### src/rtl/mem_arb_pkg.sv
// Shared types for the unified-memory arbiter: FSM states and requester identifiers.
package mem_arb_pkg;

    typedef enum logic [1:0] {
        IDLE,
        BUSY_CPU,
        BUSY_DMA
    } arb_state_t;

    typedef enum logic {
        REQ_CPU,
        REQ_DMA
    } req_id_t;

endpackage

### src/rtl/mem_arb_watchdog.sv
// Busy-cycle watchdog: flags a memory access that has gone TIMEOUT cycles without an ack.
// TIMEOUT = 0 disables the watchdog entirely.
module mem_arb_watchdog #(
    parameter int TIMEOUT = 16
) (
    input  logic clk,
    input  logic reset,
    input  logic start,
    input  logic busy,
    input  logic ack,
    output logic expire
);

    localparam int CW = (TIMEOUT > 1) ? $clog2(TIMEOUT) : 1;
    localparam logic [CW-1:0] LAST = (TIMEOUT > 0) ? CW'(TIMEOUT - 1) : '0;

    logic [CW-1:0] count;

    // Saturates at LAST so the counter never wraps while an expiry is pending.
    always_ff @(posedge clk or negedge reset) begin
        if (!reset) begin
            count <= '0;
        end else if (start) begin
            count <= '0;
        end else if (busy && !ack && (count != LAST)) begin
            count <= count + 1'b1;
        end
    end

    assign expire = (TIMEOUT > 0) && busy && !ack && (count == LAST);

endmodule

### src/rtl/mem_arbiter.sv
// Two-port arbiter sharing the unified MIPS memory between the CPU and a DMA/debug loader.
// Define ARB_ROUND_ROBIN_EN for round-robin tie breaking; otherwise the CPU has fixed priority.
module mem_arbiter #(
    parameter int AW      = 32,
    parameter int DW      = 32,
    parameter int TIMEOUT = 16
) (
    input  logic          clk,
    input  logic          reset,
    input  logic          cpu_req,
    input  logic          cpu_we,
    input  logic [AW-1:0] cpu_addr,
    input  logic [DW-1:0] cpu_wdata,
    output logic          cpu_ack,
    output logic          cpu_err,
    output logic [DW-1:0] cpu_rdata,
    output logic          cpu_stall,
    input  logic          dma_req,
    input  logic          dma_we,
    input  logic [AW-1:0] dma_addr,
    input  logic [DW-1:0] dma_wdata,
    output logic          dma_ack,
    output logic          dma_err,
    output logic [DW-1:0] dma_rdata,
    output logic          mem_req,
    output logic          mem_we,
    output logic [AW-1:0] mem_addr,
    output logic [DW-1:0] mem_wdata,
    input  logic          mem_ack,
    input  logic [DW-1:0] mem_rdata
);

    import mem_arb_pkg::*;

    arb_state_t state;
    arb_state_t state_next;
    req_id_t    last_grant;
    req_id_t    last_grant_next;
    logic       load;
    logic       grant_dma;
    logic       expire;

    always_ff @(posedge clk or negedge reset) begin
        if (!reset) begin
            state      <= IDLE;
            last_grant <= REQ_DMA;
        end else begin
            state      <= state_next;
            last_grant <= last_grant_next;
        end
    end

    always_comb begin
        state_next      = state;
        last_grant_next = last_grant;
        load            = 1'b0;
        grant_dma       = 1'b0;
        case (state)
            IDLE: begin
                if (cpu_req || dma_req) begin
                    load = 1'b1;
`ifdef ARB_ROUND_ROBIN_EN
                    grant_dma = dma_req && (!cpu_req || (last_grant == REQ_CPU));
`else
                    grant_dma = !cpu_req;
`endif
                    state_next = grant_dma ? BUSY_DMA : BUSY_CPU;
                end
            end
            BUSY_CPU: begin
                if (mem_ack || expire) begin
                    state_next      = IDLE;
                    last_grant_next = REQ_CPU;
                end
            end
            BUSY_DMA: begin
                if (mem_ack || expire) begin
                    state_next      = IDLE;
                    last_grant_next = REQ_DMA;
                end
            end
            default: state_next = IDLE;
        endcase
    end

    // Memory-side registers hold the winner's command for the whole access.
    always_ff @(posedge clk or negedge reset) begin
        if (!reset) begin
            mem_req   <= 1'b0;
            mem_we    <= 1'b0;
            mem_addr  <= '0;
            mem_wdata <= '0;
        end else if (load) begin
            mem_req   <= 1'b1;
            mem_we    <= grant_dma ? dma_we : cpu_we;
            mem_addr  <= grant_dma ? dma_addr : cpu_addr;
            mem_wdata <= grant_dma ? dma_wdata : cpu_wdata;
        end else if ((state != IDLE) && (mem_ack || expire)) begin
            mem_req <= 1'b0;
        end
    end

    mem_arb_watchdog #(
        .TIMEOUT(TIMEOUT)
    ) u_watchdog (
        .clk   (clk),
        .reset (reset),
        .start (load),
        .busy  (state != IDLE),
        .ack   (mem_ack),
        .expire(expire)
    );

    assign cpu_ack   = mem_ack && (state == BUSY_CPU);
    assign dma_ack   = mem_ack && (state == BUSY_DMA);
    assign cpu_err   = expire && (state == BUSY_CPU);
    assign dma_err   = expire && (state == BUSY_DMA);
    assign cpu_rdata = cpu_ack ? mem_rdata : '0;
    assign dma_rdata = dma_ack ? mem_rdata : '0;
    assign cpu_stall = cpu_req && !cpu_ack && !cpu_err;

endmodule
### config.mk
export PLATFORM = sky130hd
export DESIGN_NAME = mem_arbiter
export DESIGN_NICKNAME = d
export VERILOG_FILES = /design/src/rtl/mem_arb_pkg.sv /design/src/rtl/mem_arb_watchdog.sv /design/src/rtl/mem_arbiter.sv
export SDC_FILE = /design/constraint.sdc
export NUM_CORES = 1
export LEC_CHECK = 0
export ABC_CLOCK_PERIOD_IN_PS = 1970
export CAP_MARGIN = 30
export CELL_PAD_IN_SITES_DETAIL_PLACEMENT = 1
export CELL_PAD_IN_SITES_GLOBAL_PLACEMENT = 2
export CORE_UTILIZATION = 18
export CTS_CLUSTER_SIZE = 12
export DETAILED_ROUTE_END_ITERATION = 12
export PLACE_DENSITY_LB_ADDON = 0.08
export SLEW_MARGIN = 20
export SYNTH_ARGS = -nofsm -noshare
export SYNTH_HDL_FRONTEND = slang
export SYNTH_SLANG_ARGS = --single-unit
### constraint.sdc
create_clock -name clk -period 1.97 [get_ports clk]
set_input_delay 0.197 -clock clk [delete_from_list [all_inputs] [get_ports clk]]
set_output_delay 0.197 -clock clk [all_outputs]
set_load 0.01 [all_outputs]
==> impl_summary.md <==
Place
The cell area reported after detailed placement is 7740 µm². Counting tap cells, the placed design contains a total of 1,082 instances. The total of buffers placed on input and output ports is 301. The wire-length estimate of the detail-placed layout is 14.6 mm. The global placement routability congestion is 0.742. Before CTS, the worst setup slack after placement is -47.1 ps.

Synth
Of all flip-flops after synthesis, the portion carrying an async set or reset was 100%. After synthesis the cells add up to 4350 µm². The number of nets in the synthesized netlist is 665. In the post-synthesis netlist, the biggest area contributors are dfrtp_1 (41%), nand3b_1 (11%), and3_1 (9.3%), o22ai_1 (9.3%), a21oi_1 (7.8%). The cell type contributing the most total cell area after synthesis is dfrtp_1.

The commonest cells after synthesis are dfrtp_1 (72), a21oi_1 (68). The number of distinct standard cells referenced by the synthesized netlist is 32. The fraction of the yosys area taken by sequential cells is 41.4%. The number of storage elements in the synthesis netlist is 72.

Synthesis produced a netlist whose cell count is 494. The count of flip-flops with a built-in enable after synthesis is 0. The most frequent cell after synthesis is dfrtp_1. The average instance area after synthesis is 8.80 µm². The Yosys step of the flow raised 0 warnings. Among all flip-flop cells after synthesis, the most frequent one is dfrtp_1. The fraction of synthesized cell area taken by the top area cell type is 41.4%.

Clock tree
Clock tree synthesis found a total of 72 sinks. The number of buffers created by CTS is 9. The longest clock path from root to sink contains 2 buffers. The root buffer cell chosen for the clock tree is clkbuf_16. The H-tree was split into 3 levels. The clock tree from TritonCTS is yes. The worst-skew pair later-pin latency is 340 ps.

After clock tree synthesis, the clock-pin slew on the worst setup and hold paths is 60 ps.

Route
Across all layers, the routed design uses 5,188 vias. In the final routed layout, each cell accounts on average for 18.5 µm. After detailed routing, the number of vias per cell comes to 4.70. For this block, the routed nets add up to 20.4 mm of wire. The post-detailed-route count of antenna-violating nets is 0. For this block, the initial DRC count from the detailed router was 204. The DRC violation count after routing is 0. Before antenna repair, the detailed router went through 4 iterations.

Floorplan
The floorplan step defined a core boundary enclosing 23,600 µm². The number of top-level pins is 302. The floorplan step set the die width to 157 µm.

The height of the chip is 157 µm. The placement row count is 56. The die area is 24,800 µm². The initial utilization of the core area, before any placement, comes to 18.4%.

Timing
The setup slack after layout is 80.2 ps. The maximum clock rate is 529 MHz. The hold violation total from the final report is 0. The max-slew violation count is 0.

The total of endpoints with negative setup slack in the final report is 0. The slew at the pin closest to its max-slew limit is 867 ps. The worst path in the final design needs a cycle of 1890 ps, including I/O delays and setup. The final period utilization is 95.9%. Setup repair after global routing left no endpoint under its margin. The worst-case headroom to the max-slew limit is 42.2%. For the final database, setup skew stands at 12.3 ps.

Final layout
Fill cells in the final layout number 2,745. Compared with the post-synthesis result, the final layout area differs by 84.5%. The ratio of cells with drive above 1 in the final layout is 9.82%. The net count reported at finish is 950. The post-route non-filler standard cell count is 1,103. Once layout is done, the placed cells without fillers occupy 8020 µm². The number of antenna diodes in the final layout is 0.

Setup path
The buffering stage count on the worst path with inverters included is 2. The type of the setup path with the least slack is reg -> out. On the worst path, the slowest cell contributes a delay of 380 ps. The most frequent cell on the critical path is and3_2. The worst setup path is launched from a register. The highest fanout seen on the critical path is 4.

The data required time of the worst path is 1770 ps. The slowest cell on the critical path is dfrtp_1. The critical path goes through ha_2 -> and3_2 -> buf_4 -> and3_2 -> clkdlybuf4s15_1.

The gate family responsible for the most delay along the worst path is simple AND/OR/NAND/NOR gates. The worst setup path is captured at a primary output. The signal arrival time at the worst endpoint is 1690 ps.

Pwr
The worst IR drop on VDD is 0.443 mV. For this design the static power due to leakage is 3.40 nW. Power spread over the standard cell area amounts to 1300 nW/µm².

Global routing
The number of antenna violations at the first check in global routing is 0. The via count of the first global-routing pass is 5,339. Global routing used 16.1% of the available tracks.

The first-pass GRT wire length is 30.7 mm. Entering global routing, the biggest net connects 67 pins. The global-route congestion overflow total is 0.

Status
The flow ran to the end, and the final reports show no timing, DRC or antenna violations.

Run
Across the run, the number of max-cap violations was 0.

Worst hold path
The class of the tightest hold or removal check is in -> async.
## where the power goes
part / internal (mW) / switching [mW]
Clock: 1.11 / 0.693
Combinational: 2.98 / 2.87
Sequential: 2.22 / 0.552
Total: 6.31 / 4.12
## placed cells by master, fill, tap and decap left out, drive strengths merged, types with 3 or more instances in the layout
| cell type | instances |
|---|---|
| clkdlybuf4s50 | 230 |
| dfrtp | 72 |
| a21oi | 68 |
| and3 | 68 |
| nand3b | 65 |
| o21ai | 65 |
| o22ai | 65 |
| dlygate4sd2 | 36 |
| buf | 33 |
| clkbuf | 25 |
| clkdlybuf4s15 | 15 |
| nor2 | 7 |
| inv | 4 |
| ha | 4 |
| nor3 | 3 |
## flip-flops by register name (all words and copies together) (netlist names)
name              cells
mem_req               1
u_watchdog.count      4
mem_wdata            32
state                 2
mem_addr             32
mem_we                1
## cell families (layout without fill, tap and decap cells)
group	after synthesis	count (layout)	synth area share [%]
AOI/OAI and AO/OA	204	204	26.2
adders and majority gates	4	4	1.15
buffers and inverters	60	350	7.16
xor gates and xnor gates	1	1	0.201
muxes	1	1	0.230
and+or+nand+nor	152	152	23.6
DFF	72	72	41.4
## repair_timing
item | CTS | global route
endpoints found under the setup margin | 69 | 60
gates resized for setup | 107 | 28
buffers inserted | 3 | 0
gates cloned | 1 | 0
hold buffers | 1 | 0
hold endpoints to repair | 30 | 0
## area by class of cell
type                            instances  area [µm²]  share of cell area [%]
Tap cell                              319         399                    4.97
Inverter                                4        15.0                   0.187
Sequential cell                        72        1800                    22.5
Multi-Input combinational cell        362        2280                    28.4
Clock buffer                           11         233                    2.90
Timing Repair Buffer                  330        3210                    40.0
Clock inverter                          5        81.3                    1.01
## layer usage
layer	global-route usage (%)	part of all wire [%]	vias up
met3	4.82	8.0	14
li1	-	-	2437
met2	28.2	49	191
met4	4.72	1.0	0
met1	18.9	42	2546
met5	0	0	-
## stage by stage
step	setup TNS, ps	power, mW	util, %	hold WS (ps)
after floorplan	0	5.59	-	-98.6
after global placement	-32.6	8.51	32.8	191
after detailed placement	-261	8.67	32.8	191
after CTS	0	10.6	34.2	359
after global routing	0	11.2	34.0	375
final	0	10.4	34.0	343
## worst paths after layout
path / from / endpoint / cells after the start / slack (ps)
worst max-delay path: u_watchdog.count[0] / cpu_err / 5 / 80
worst min-delay path: reset / mem_wdata[29] / 2 / 340
worst max register to register: state[0] / mem_wdata[31] / 7 / 200
max in group asynchronous: reset / mem_wdata[27] / 3 / 990
min in group clk: dma_req / mem_wdata[28] / 3 / 450
worst min register to register: mem_req / mem_req / 1 / 520
Note: power is estimated with default switching activity, not from simulation.
